File: src/rtl/text_console_ctrl_if.sv
`default_nettype none
// ============================================================================
//  Module      : text_console_ctrl_if
//  Description : Character-stream handshake, cursor status and display-RAM
//                CPU-port signals of the text console controller.
//  Revision    : 1.0 - initial release
// ============================================================================
interface text_console_ctrl_if #(
   parameter int RAM_WIDTH     = 7,
   parameter int RAM_ADDR_BITS = 8
);
   logic [RAM_WIDTH-1:0]     charIn;
   logic                     charValid;
   logic                     charReady;
   logic                     clearReq;
   logic                     busy;
   logic [RAM_ADDR_BITS-1:0] cursorCol;
   logic [RAM_ADDR_BITS-2:0] cursorRow;
   logic                     ramWriteEn;
   logic [RAM_WIDTH-1:0]     ramWriteData;
   logic [RAM_ADDR_BITS-1:0] ramHGlyph;
   logic [RAM_ADDR_BITS-2:0] ramVGlyph;

   // Character source / system side
   modport master (
      output charIn, charValid, clearReq,
      input  charReady, busy, cursorCol, cursorRow,
             ramWriteEn, ramWriteData, ramHGlyph, ramVGlyph
   );

   // Controller side
   modport slave (
      input  charIn, charValid, clearReq,
      output charReady, busy, cursorCol, cursorRow,
             ramWriteEn, ramWriteData, ramHGlyph, ramVGlyph
   );
endinterface
`default_nettype wire

File: src/rtl/text_console_ctrl.sv
`default_nettype none
// ============================================================================
//  Module      : text_console_ctrl
//  Description : Sequences character-display RAM writes from a stream of
//                character codes: printable glyphs, LF/CR/BS/FF control
//                codes, line wrap with line clear, and full-screen clear.
//  Revision    : 1.0 - initial release
// ============================================================================
module text_console_ctrl #(
   parameter int                   RAM_WIDTH     = 7,
   parameter int                   RAM_ADDR_BITS = 8,
   parameter int                   COLS          = 80,
   parameter int                   ROWS          = 60,
   parameter logic [RAM_WIDTH-1:0] BLANK         = 7'h20
) (
   input  wire logic          clk,
   input  wire logic          reset,
   text_console_ctrl_if.slave bus
);

   typedef enum logic [1:0] {
      IDLE     = 2'd0,
      WRITE    = 2'd1,
      CLR_LINE = 2'd2,
      CLR_ALL  = 2'd3
   } state_t;

   localparam logic [RAM_ADDR_BITS-1:0] COL_LAST = RAM_ADDR_BITS'(COLS - 1);
   localparam logic [RAM_ADDR_BITS-1:0] COL_STEP = RAM_ADDR_BITS'(1);
   localparam logic [RAM_ADDR_BITS-2:0] ROW_LAST = (RAM_ADDR_BITS-1)'(ROWS - 1);
   localparam logic [RAM_ADDR_BITS-2:0] ROW_STEP = (RAM_ADDR_BITS-1)'(1);

   localparam logic [RAM_WIDTH-1:0] CODE_BS = RAM_WIDTH'('h08);
   localparam logic [RAM_WIDTH-1:0] CODE_LF = RAM_WIDTH'('h0A);
   localparam logic [RAM_WIDTH-1:0] CODE_FF = RAM_WIDTH'('h0C);
   localparam logic [RAM_WIDTH-1:0] CODE_CR = RAM_WIDTH'('h0D);
   localparam logic [RAM_WIDTH-1:0] CODE_LO = RAM_WIDTH'('h20);
   localparam logic [RAM_WIDTH-1:0] CODE_HI = RAM_WIDTH'('h7E);

   state_t                   state;
   logic [RAM_WIDTH-1:0]     char_lat;
   logic [RAM_ADDR_BITS-1:0] col;
   logic [RAM_ADDR_BITS-2:0] row;
   logic                     write_en;
   logic [RAM_WIDTH-1:0]     write_data;
   logic [RAM_ADDR_BITS-1:0] h_glyph;
   logic [RAM_ADDR_BITS-2:0] v_glyph;

   logic                     in_printable;
   logic                     lat_printable;
   logic                     row_adv;
   logic [RAM_ADDR_BITS-2:0] next_row;

   function automatic logic is_printable(input logic [RAM_WIDTH-1:0] code);
      return (code >= CODE_LO) && (code <= CODE_HI);
   endfunction

   // clearReq outranks a coincident character, so it also gates ready
   assign bus.charReady = (state == IDLE) && !bus.clearReq;
   assign bus.busy      = (state != IDLE);

   assign bus.cursorCol    = col;
   assign bus.cursorRow    = row;
   assign bus.ramWriteEn   = write_en;
   assign bus.ramWriteData = write_data;
   assign bus.ramHGlyph    = h_glyph;
   assign bus.ramVGlyph    = v_glyph;

   assign in_printable  = is_printable(bus.charIn);
   assign lat_printable = is_printable(char_lat);
   // Wrapping past the last column behaves exactly like a line feed
   assign row_adv       = (lat_printable && (col == COL_LAST)) || (char_lat == CODE_LF);
   assign next_row      = (row == ROW_LAST) ? '0 : row + ROW_STEP;

   // Controller FSM; RAM write strobe/address/data are set up one edge ahead
   // so they are valid for the whole cycle the RAM captures them in
   always_ff @(posedge clk or posedge reset) begin
      if (reset) begin
         state      <= IDLE;
         char_lat   <= '0;
         col        <= '0;
         row        <= '0;
         write_en   <= 1'b0;
         write_data <= '0;
         h_glyph    <= '0;
         v_glyph    <= '0;
      end else begin
         case (state)
            IDLE: begin
               write_en <= 1'b0;
               if (bus.clearReq) begin
                  state      <= CLR_ALL;
                  write_en   <= 1'b1;
                  write_data <= BLANK;
                  h_glyph    <= '0;
                  v_glyph    <= '0;
               end else if (bus.charValid) begin
                  // Accept: the glyph write for this code happens in WRITE
                  char_lat <= bus.charIn;
                  state    <= WRITE;
                  if (in_printable) begin
                     write_en   <= 1'b1;
                     write_data <= bus.charIn;
                     h_glyph    <= col;
                     v_glyph    <= row;
                  end else if ((bus.charIn == CODE_BS) && (col != '0)) begin
                     write_en   <= 1'b1;
                     write_data <= BLANK;
                     h_glyph    <= col - COL_STEP;
                     v_glyph    <= row;
                  end
               end
            end

            WRITE: begin
               write_en <= 1'b0;
               state    <= IDLE;
               if (row_adv) begin
                  // New line: cursor to column 0 and blank the whole new row
                  col        <= '0;
                  row        <= next_row;
                  state      <= CLR_LINE;
                  write_en   <= 1'b1;
                  write_data <= BLANK;
                  h_glyph    <= '0;
                  v_glyph    <= next_row;
               end else if (lat_printable) begin
                  col <= col + COL_STEP;
               end else begin
                  case (char_lat)
                     CODE_CR: col <= '0;
                     CODE_BS: begin
                        if (col != '0) col <= col - COL_STEP;
                     end
                     CODE_FF: begin
                        state      <= CLR_ALL;
                        write_en   <= 1'b1;
                        write_data <= BLANK;
                        h_glyph    <= '0;
                        v_glyph    <= '0;
                     end
                     default: ;
                  endcase
               end
            end

            CLR_LINE: begin
               if (h_glyph == COL_LAST) begin
                  write_en <= 1'b0;
                  state    <= IDLE;
               end else begin
                  h_glyph <= h_glyph + COL_STEP;
               end
            end

            CLR_ALL: begin
               if (h_glyph == COL_LAST) begin
                  if (v_glyph == ROW_LAST) begin
                     write_en <= 1'b0;
                     state    <= IDLE;
                     col      <= '0;
                     row      <= '0;
                  end else begin
                     h_glyph <= '0;
                     v_glyph <= v_glyph + ROW_STEP;
                  end
               end else begin
                  h_glyph <= h_glyph + COL_STEP;
               end
            end

            default: begin
               write_en <= 1'b0;
               state    <= IDLE;
            end
         endcase
      end
   end

endmodule
`default_nettype wire

File: src/flat_wrapper.sv
// flat-port wrapper written by rule: the top's interface ports become plain ports
module text_console_ctrl_flat 
#(
   parameter int                   RAM_WIDTH     = 7,
   parameter int                   RAM_ADDR_BITS = 8,
   parameter int                   COLS          = 80,
   parameter int                   ROWS          = 60,
   parameter logic [RAM_WIDTH-1:0] BLANK         = 7'h20
)
  (clk, reset, bus_charIn, bus_charValid, bus_clearReq, bus_charReady, bus_busy, bus_cursorCol, bus_cursorRow, bus_ramWriteEn, bus_ramWriteData, bus_ramHGlyph, bus_ramVGlyph);
  text_console_ctrl_if #(.RAM_WIDTH(RAM_WIDTH), .RAM_ADDR_BITS(RAM_ADDR_BITS)) bus_i ();
  input  wire logic clk;
  input  wire logic reset;
  input wire logic [$bits(bus_i.charIn)-1:0] bus_charIn;
  input wire logic [$bits(bus_i.charValid)-1:0] bus_charValid;
  input wire logic [$bits(bus_i.clearReq)-1:0] bus_clearReq;
  output wire logic [$bits(bus_i.charReady)-1:0] bus_charReady;
  output wire logic [$bits(bus_i.busy)-1:0] bus_busy;
  output wire logic [$bits(bus_i.cursorCol)-1:0] bus_cursorCol;
  output wire logic [$bits(bus_i.cursorRow)-1:0] bus_cursorRow;
  output wire logic [$bits(bus_i.ramWriteEn)-1:0] bus_ramWriteEn;
  output wire logic [$bits(bus_i.ramWriteData)-1:0] bus_ramWriteData;
  output wire logic [$bits(bus_i.ramHGlyph)-1:0] bus_ramHGlyph;
  output wire logic [$bits(bus_i.ramVGlyph)-1:0] bus_ramVGlyph;
  assign bus_i.charIn = bus_charIn;
  assign bus_i.charValid = bus_charValid;
  assign bus_i.clearReq = bus_clearReq;
  assign bus_charReady = bus_i.charReady;
  assign bus_busy = bus_i.busy;
  assign bus_cursorCol = bus_i.cursorCol;
  assign bus_cursorRow = bus_i.cursorRow;
  assign bus_ramWriteEn = bus_i.ramWriteEn;
  assign bus_ramWriteData = bus_i.ramWriteData;
  assign bus_ramHGlyph = bus_i.ramHGlyph;
  assign bus_ramVGlyph = bus_i.ramVGlyph;
  text_console_ctrl #(.RAM_WIDTH(RAM_WIDTH), .RAM_ADDR_BITS(RAM_ADDR_BITS), .COLS(COLS), .ROWS(ROWS), .BLANK(BLANK)) u_core (.clk(clk), .reset(reset), .bus(bus_i));
endmodule
File: config.mk
export PLATFORM = sky130hd
export DESIGN_NAME = text_console_ctrl_flat
export DESIGN_NICKNAME = d
export VERILOG_FILES = /design/src/rtl/text_console_ctrl_if.sv /design/src/rtl/text_console_ctrl.sv /design/src/flat_wrapper.sv
export SDC_FILE = /design/constraint.sdc
export NUM_CORES = 1
export LEC_CHECK = 0
export CELL_PAD_IN_SITES_DETAIL_PLACEMENT = 1
export CELL_PAD_IN_SITES_GLOBAL_PLACEMENT = 2
export CORE_MARGIN = 3
export CORE_UTILIZATION = 29
export CTS_CLUSTER_SIZE = 10
export DETAILED_ROUTE_END_ITERATION = 6
export PLACE_DENSITY = 0.86
export REMOVE_ABC_BUFFERS = 1
export SYNTH_ARGS = -nofsm -noshare
export SYNTH_HDL_FRONTEND = slang
export SYNTH_SLANG_ARGS = --single-unit
File: constraint.sdc
create_clock -name clk -period 2.1 [get_ports clk]
set_input_delay 0.315 -clock clk [delete_from_list [all_inputs] [get_ports clk]]
set_output_delay 0.315 -clock clk [all_outputs]
set_load 0.01 [all_outputs]
* Word-level counts from Yosys, hierarchy flattened
Cells that the tools add are included.
** Cells by class
- Muxes and demuxes :: 61
- $lt $le $gt $ge :: 4
- Reductions and logical operators :: 21
- Eq/ne operators :: 25
- Bitwise logic cells :: 1
- $add $sub $neg :: 5
** Operators by type and width (number)
- $mux 7 :: 20
- $mux 8 :: 15
- $eq 7x4->1 const B :: 5
- $pmux 8 s2 :: 2
- $pmux 8 s4 :: 1
- $pmux 7 s2 :: 2
- $pmux 7 s3 :: 1
- $add 8x1->8 const B :: 2
- $eq 8x7->1 const B :: 2
- $mux 2 :: 8
- $add 7x1->7 const B :: 2
- $eq 7x6->1 const B :: 2
- $ge 7x6->1 const B :: 2
- $le 7x7->1 const B :: 2
- $mux 1 :: 10
- $ne 5x2->1 const B :: 2
- $reduce_and 5->1 :: 2
- $ne 3x3->1 const B :: 3
- $ne 2x1->1 const B :: 4
- $pmux 2 s4 :: 1
- $reduce_and 4->1 :: 2
- $reduce_bool 8->1 :: 1
- $sub 8x1->8 const B :: 1
- $reduce_and 7->1 :: 1
- other kinds (15) :: 24
** Word-level totals
- Word-level logic and storage cells :: 125
- Output and inout bits :: 40
- Bits of input ports :: 11
- Flip-flop bits (word level) :: 47

* Longest topological paths before layout
Gate-level depths: netlist of run 1.
- Depth after elaboration :: 7
- Gate-level depth with buffers :: 9
- Gate-level depth less buffers :: 8

* Least setup slack after synthesis of run 1
OpenSTA, ideal clock, no wires.
- Path kind :: register to register
- Start point :: reg u_core.col[0] (netlist: u_core.bus.cursorCol[0])
- End point :: reg u_core.col[3] (netlist: u_core.bus.cursorCol[3])
- Arrival time :: 2061 ps
- Buffers on the path :: 1
- Cell stages (with the launch flop) :: 9
- Setup time :: 121 ps
- Slack :: -82 ps
- Clock period less this slack :: 2182 ps
- Required time :: 1979 ps
- Cells stage by stage :: dfrtp_1 ha_1 and3_1 o2111ai_4 nand2_2 o41ai_2 buf_4 nor2_1 a22o_1
** Between the ends
- Word-level cells in the longest chain between the ends :: 6
- Elaborated cells between the ends (all ways) :: 14
- Classes of those cells :: add/sub: 2; eq/ne: 3; mux: 5; reduce/logical: 4
** RTL lines
- from (decl) :: RTL line text_console_ctrl.sv:42 : logic [RAM_ADDR_BITS-1:0] col;
- from (signal assigned) :: RTL line text_console_ctrl.sv:128 : col <= col + COL_STEP;
- from (signal assigned) :: RTL line text_console_ctrl.sv:133 : if (col != '0) col <= col - COL_STEP;
- $sub 8x1->8 :: RTL line text_console_ctrl.sv:133
- $mux 8 :: RTL line text_console_ctrl.sv:133
- $pmux 8 s2 :: RTL line text_console_ctrl.sv:130 : case (char_lat)
- $mux 8 :: RTL line text_console_ctrl.sv:127 : end else if (lat_printable) begin
- $mux 8 :: RTL line text_console_ctrl.sv:118 : if (row_adv) begin
- $pmux 8 s2 :: RTL line text_console_ctrl.sv:88 : case (state)
Parallel ways exist; a longest one is shown, timed or not. The select of a mux whose other input is x is not followed.
A chain may end at the register's enable or synchronous reset.

* Worst setup path after layout of run 1
- Start point :: reg u_core.v_glyph[0] (netlist: u_core.bus.ramVGlyph[0])
- End point :: reg u_core.col[7] (netlist: u_core.bus.cursorCol[7])
** Between the ends
- Word-level cells in the longest chain between the ends :: 3
** RTL lines
- from (decl) :: RTL line text_console_ctrl.sv:47 : logic [RAM_ADDR_BITS-2:0] v_glyph;
- from (signal assigned) :: RTL line text_console_ctrl.sv:105 : v_glyph <= row;
- from (signal assigned) :: RTL line text_console_ctrl.sv:110 : v_glyph <= row;
- from (signal assigned) :: RTL line text_console_ctrl.sv:126 : v_glyph <= next_row;
- $eq 7x6->1 :: RTL line text_console_ctrl.sv:158 : if (v_glyph == ROW_LAST) begin
- $ne 2x1->1 (no line)
- $reduce_and 5->1 (no line)
No other way between the ends.

==> results of run 1 <==
## flip-flops by register name, indices dropped and copies added, names as in the netlist
| signal | flops |
|---|---|
| u_core.bus.cursorRow | 7 |
| u_core.bus.ramVGlyph | 7 |
| u_core.bus.ramWriteEn | 1 |
| u_core.bus.ramWriteData | 7 |
| u_core.bus.ramHGlyph | 8 |
| u_core.state | 2 |
| u_core.char_lat | 7 |
| u_core.bus.cursorCol | 8 |
## repair_timing
| item | 4_1_cts | 5_1_grt |
|---|---|---|
| resized for setup | 35 | 46 |
| pin swaps | 9 | 15 |
| cloned | 1 | 1 |
| setup buffers | 4 | 14 |
| hold buffers | 0 | 0 |
| endpoints found under the setup margin | 29 | 28 |
## routing by layer
layer	wire, microns	vias up	share of wire [%]
li1	-	1593	-
met1	5390	1755	44
met2	6180	92	50
met3	490	21	4.0
met4	250	0	2.0
met5	0	-	0
## cell families after synthesis
| kind of cell | count (synthesis) |
|---|---|
| and+or+nand+nor | 151 |
| buffers and inverters | 22 |
| muxes | 17 |
| adders and majority gates | 6 |
| DFF | 47 |
| xor gates and xnor gates | 17 |
| AOI/OAI and AO/OA | 99 |
## report_power, final
| group | internal (uW) | switching [uW] | total, uW | leakage (uW) |
|---|---|---|---|---|
| Sequential | 1150 | 254 | 1410 | 0.000608 |
| Combinational | 1310 | 1250 | 2570 | 0.00142 |
| Clock | 240 | 346 | 586 | 0.0000485 |
## through the flow
stage	TNS (ns)	hold WS (ns)
final	0	0.360
after global routing	-0.557	0.394
after CTS	-0.0893	0.366
after detailed placement	-9.26	0.472
after global placement	-8.03	0.463
after floorplan	-9.89	0.451
## worst max-delay path, cell delays in order, from the launching register on
cell,delay [ns]
dfrtp_1,0.37
ha_1,0.19
and4_4,0.27
nand4_1,0.17
a21oi_4,0.24
o41ai_4,0.13
buf_4,0.18
o21bai_1,0.18
a22o_1,0.25
## final timing paths
path | to | slack [ns]
setup / recovery | u_core.bus.cursorCol[7] | 0.001
hold / removal | u_core.bus.ramWriteData[2] | 0.36
setup reg to reg | u_core.bus.cursorCol[7] | 0.001
hold reg to reg | u_core.bus.ramWriteData[4] | 0.49
max in group asynchronous | u_core.bus.cursorCol[4] | 1.20
min in group clk | u_core.char_lat[0] | 0.40
## area by class of cell
cell class | instances | share of cell area (%)
clock buffer | 5 | 1.42
clock inverter | 3 | 0.465
multi-input combinational | 290 | 43.6
sequential | 47 | 24.5
tap | 136 | 3.51
timing repair buffer | 144 | 25.9
inverter | 7 | 0.543
## synthesized netlist by cell type, types with 3 or more instances
cell	instances	area [sq um]
nand2_1	56	210
dfrtp_1	47	1180
nor2_1	30	113
o21ai_0	28	140
a21oi_1	12	60.1
nand3_1	12	60.1
xnor2_1	10	87.6
mux2_2	9	101
nor3b_1	9	67.6
o21ai_1	9	45.0
and3_1	7	43.8
nor3_1	7	35.0
xor2_1	7	61.3
clkbuf_1	6	22.5
ha_1	6	75.1
inv_1	6	22.5
mux2_1	6	67.6
a22oi_1	5	37.5
buf_2	5	25.0
nand4_1	5	31.3
o31ai_1	5	37.5
a22o_1	4	35.0
nor2b_1	4	25.0
a31oi_1	3	18.8
and2_1	3	18.8
o211ai_1	3	22.5
==> impl_metrics.json, run 1 <==
{
  "status": "finished, final reports clean",
  "synthAdderAreaFrac_pct": 2.38,
  "io_buffers": 50,
  "syn_to_final_growth_pct": 53.4,
  "ant_nets": 0,
  "r2r-start": "u_core.bus.ramVGlyph[0]",
  "synth-simple-area-share_pct": 24.2,
  "n_fill_cell": 1235,
  "row_count": 37,
  "syn_area_sq_um": 3160,
  "htree_levels": 2,
  "grt_max_degree": 27,
  "setup_violations": 0,
  "num_io_pins": 51,
  "reg2reg_depth": 8,
  "grt_use_total_pct": 18.8,
  "die_y_microns": 110,
  "grt_pass1_wl_microns": 17900,
  "die_x_microns": 110,
  "grt_pass1_vias": 3428,
  "yosys_register_bits": 47,
  "vias": 3461,
  "worst_ep_arrival_time_ns": 2.30,
  "grt_use_met2_pct": 31.2,
  "power_density_nw_per_um2": 941,
  "synthesis.instances": 359,
  "worstMarginPinSlew_ns": 0.528,
  "use_met1_pct": 26.0,
  "multi_input_area_sq_um": 2110,
  "ys_warn_count": 0,
  "gp_congestion": 0.900,
  "hpwl_microns": 8720,
  "finalMaxSlewViolations": 0,
  "skew_ns": 0.00790,
  "synth_compound_area_share_pct": 22.2,
  "first_pass_iters": 4,
  "place_ws_ns": -0.525,
  "worstPathMaxFanout": 6,
  "cts_tree": "built",
  "routed_wl_microns": 12300,
  "ys_seq_area_share_pct": 37.3,
  "fin_ws_ns": 0.00120,
  "drive_above_1_share_pct": 34.9,
  "nNetsFinal": 512,
  "route.detailed.drc": 0,
  "layout_commonest_cell": "buf_4",
  "core_sq_um": 10500,
  "postPlaceCellArea_sq_um": 4340,
  "synth_cell_type_count": 70,
  "layout_common_cells": "87 x buf_4, 55 x nand2_1, 45 x clkdlybuf4s50_1, 39 x dfrtp_1, 30 x nor2_1",
  "power_leakage_uw": 0.00208,
  "worstSetupPathType": "reg -> reg",
  "rsz0062_at_grt": "yes",
  "grt_use_met3_pct": 1.92,
  "finalPower_uw": 4560,
  "min_path_type": "in -> async",
  "viasPerCell": 5.48,
  "dp.cells": 605,
  "cts_sinks": 47,
  "clockBufferDepth": 2,
  "dieArea_sq_um": 12200,
  "max_freq_ghz": 0.476,
  "top_usage_layer": "met2",
  "required_ns": 2.30,
  "cts_root_buf": "clkbuf_8",
  "muxShareOfSynthArea_pct": 5.98,
  "synth_xor_area_share_pct": 4.72,
  "stdcell_count": 632,
  "fin_crit_sh_pct": 99.9,
  "clk_latency_ns": 0.31,
  "synth_edf_count": 0,
  "ys.flop_type": "dfrtp_1",
  "cts.clk_slew.worst_paths_ns": 0.09,
  "cts_buffers": 5,
  "max_slew_margin_pct": 64.8,
  "regArea_sq_um": 1190,
  "stdcell_area_sq_um": 4840,
  "final_util_pct": 46.3,
  "overflow": 0,
  "first_iter_violations": 227,
  "hold_violations": 0,
  "startpoint_type": "flop",
  "crit_start": "u_core.bus.ramVGlyph[0]",
  "antenna_found_initial": 0,
  "synth_top_family_by_area": "simple AND/OR/NAND/NOR gates",
  "n_antenna_cell": 0,
  "maxCapViolCount": 0,
  "vdd_drop_max_v": 0.000375,
  "cp-end-kind": "flop",
  "async_flop_share_pct": 100,
  "period_minus_slack_ns": 2.10,
  "start_util_pct": 30.2,
  "detail_route.wl_per_cell_microns": 19.5,
  "avgSynthCellArea_sq_um": 8.79
}
Note: power is estimated with default switching activity, not from simulation.
==> run 2: changes to the inputs <==
--- a/config.mk
+++ b/config.mk
@@ -5,13 +5,13 @@
 export SDC_FILE = /design/constraint.sdc
 export NUM_CORES = 1
 export LEC_CHECK = 0
-export CELL_PAD_IN_SITES_DETAIL_PLACEMENT = 1
-export CELL_PAD_IN_SITES_GLOBAL_PLACEMENT = 2
 export CORE_MARGIN = 3
-export CORE_UTILIZATION = 29
+export CORE_UTILIZATION = 58
 export CTS_CLUSTER_SIZE = 10
 export DETAILED_ROUTE_END_ITERATION = 6
-export PLACE_DENSITY = 0.86
+export DONT_BUFFER_PORTS = 1
+export MAX_ROUTING_LAYER = met4
+export PLACE_DENSITY = 0.87
 export REMOVE_ABC_BUFFERS = 1
 export SYNTH_ARGS = -nofsm -noshare
 export SYNTH_HDL_FRONTEND = slang
==> impl_metrics.json, run 2 (same netlist as run 1, synthesis figures left out) <==
{
  "postPlaceCellArea_sq_um": 3620,
  "clockBufferDepth": 2,
  "crit_chain": "inv_2 > ha_4 > nor2b_4 > a311o_1 > a32oi_4 > buf_6 > nand2_8 > mux2_4",
  "setup_violations": 13,
  "core_sq_um": 5170,
  "first_pass_iters": 5,
  "violations": "setup timing",
  "max_freq_ghz": 0.466,
  "worstMarginPinSlew_ns": 0.589,
  "maxCapViolCount": 0,
  "cts_root_buf": "clkbuf_8",
  "die_y_microns": 79.8,
  "layout_common_cells": "70 x buf_4, 56 x nand2_1, 43 x dfrtp_1, 30 x nor2_1, 22 x o21ai_0",
  "fin_crit_sh_pct": 102,
  "vias": 3276,
  "status": "complete, but fails checks",
  "ant_nets": 0,
  "finalMaxSlewViolations": 0,
  "dieArea_sq_um": 6360,
  "worst_ep_arrival_time_ns": 2.35,
  "htree_levels": 2,
  "layout_commonest_cell": "buf_4",
  "worstSetupPathType": "reg -> reg",
  "clk_latency_ns": 0.32,
  "max_slew_margin_pct": 60.4,
  "route.detailed.drc": 0,
  "crit_path_max_incr_delay_ns": 0.42,
  "n_fill_cell": 309,
  "min_path_type": "in -> reg",
  "hpwl_microns": 6440,
  "skew_ns": 0.00632,
  "power_density_nw_per_um2": 1010,
  "num_io_pins": 51,
  "cp_slowest_cell": "dfrtp_1",
  "viasPerCell": 6.57,
  "cp-end-kind": "flop",
  "cts_tree": "built",
  "power_leakage_uw": 0.00179,
  "cts.clk_slew.worst_paths_ns": 0.09,
  "grt_max_degree": 26,
  "first_iter_violations": 451,
  "gp_congestion": 0.909,
  "worstPathMaxFanout": 7,
  "routed_wl_microns": 10000,
  "syn_to_final_growth_pct": 28.5,
  "stdcell_area_sq_um": 4060,
  "fin_ws_ns": -0.0464,
  "overflow": 0,
  "hold_violations": 0,
  "required_ns": 2.31,
  "grt_use_total_pct": 28.0,
  "cts_sinks": 47,
  "startpoint_type": "flop",
  "io_buffers": 0,
  "start_util_pct": 61.0,
  "rsz0062_at_grt": "yes",
  "die_x_microns": 79.8,
  "drive_above_1_share_pct": 33.3,
  "row_count": 26,
  "n_antenna_cell": 0,
  "grt_pass1_wl_microns": 13500,
  "antenna_found_initial": 0,
  "nNetsFinal": 446,
  "grt_pass1_vias": 2915,
  "stdcell_count": 499,
  "vdd_drop_max_v": 0.000532,
  "dp.cells": 474,
  "cts_buffers": 5,
  "period_minus_slack_ns": 2.15,
  "detail_route.wl_per_cell_microns": 20.1,
  "place_ws_ns": -0.101
}
==> run 2: report_power, final <==
part           internal (uW)  switching (uW)  total, uW
combinational            910            1050       1960
sequential              1150             303       1450
clock                    349             322        672
==> run 2: through the flow <==
step | util, % | hold WS (ns) | power (uW) | TNS [ns]
2_1_floorplan | - | 0.451 | 2380 | -9.89
3_3_place_gp | 70.1 | 0.100 | 3010 | -0.00955
3_5_place_dp | 70.1 | 0.101 | 3070 | -0.634
4_1_cts | 73.5 | 0.121 | 3770 | -0.184
5_1_grt | 78.4 | 0.138 | 4280 | -1.17
6_report | 78.4 | 0.125 | 4080 | -0.353
==> run 2: critical path, delay by kind of cell (launching register included) <==
kind,cells,cell delay (ns)
AOI/OAI and AO/OA,2,0.70
adders and majority gates,1,0.15
buffers and inverters,2,0.24
DFF,1,0.42
muxes,1,0.32
and+or+nand+nor,2,0.20
==> run 2: layout make-up <==
class / instances / area, sq um / share of cell area, %
sequential: 47 / 1180 / 29.1
clock inverter: 1 / 30.0 / 0.741
timing repair buffer: 78 / 602 / 14.8
clock buffer: 6 / 72.6 / 1.79
multi-input combinational: 290 / 2060 / 50.7
inverter: 7 / 26.3 / 0.648
tap: 70 / 87.6 / 2.16
==> run 2: worst paths after layout <==
kind | from | depth (start not counted) | slack (ns) | endpoint
setup / recovery | u_core.bus.cursorCol[1] | 8 | -0.05 | u_core.bus.ramVGlyph[1]
hold / removal | bus_charIn[3] | 2 | 0.12 | u_core.bus.ramWriteData[3]
max in group asynchronous | reset | 3 | 1.20 | u_core.char_lat[4]
setup reg to reg | u_core.bus.cursorCol[1] | 8 | -0.05 | u_core.bus.ramVGlyph[1]
min in group asynchronous | reset | 2 | 0.33 | u_core.bus.ramWriteData[6]
hold reg to reg | u_core.bus.ramWriteData[2] | 2 | 0.55 | u_core.bus.ramWriteData[2]
==> run 2: what timing repair did <==
item | 4_1_cts | 5_1_grt
hold buffers | 1 | 0
pin swaps | 3 | 10
gates cloned | 1 | 1
resized for setup | 6 | 49
setup buffers | 6 | 9
endpoints found under the setup margin | 21 | 35
hold endpoints to repair | 6 | 0
==> run 2: layer usage <==
layer | GRT usage (%) | part of all wire [%] | routed length [microns]
met1 | 34.0 | 39 | 3950
met3 | 5.53 | 8.1 | 812
met5 | - | 0 | 0
met2 | 45.5 | 48 | 4860
met4 | 12.5 | 4.1 | 413
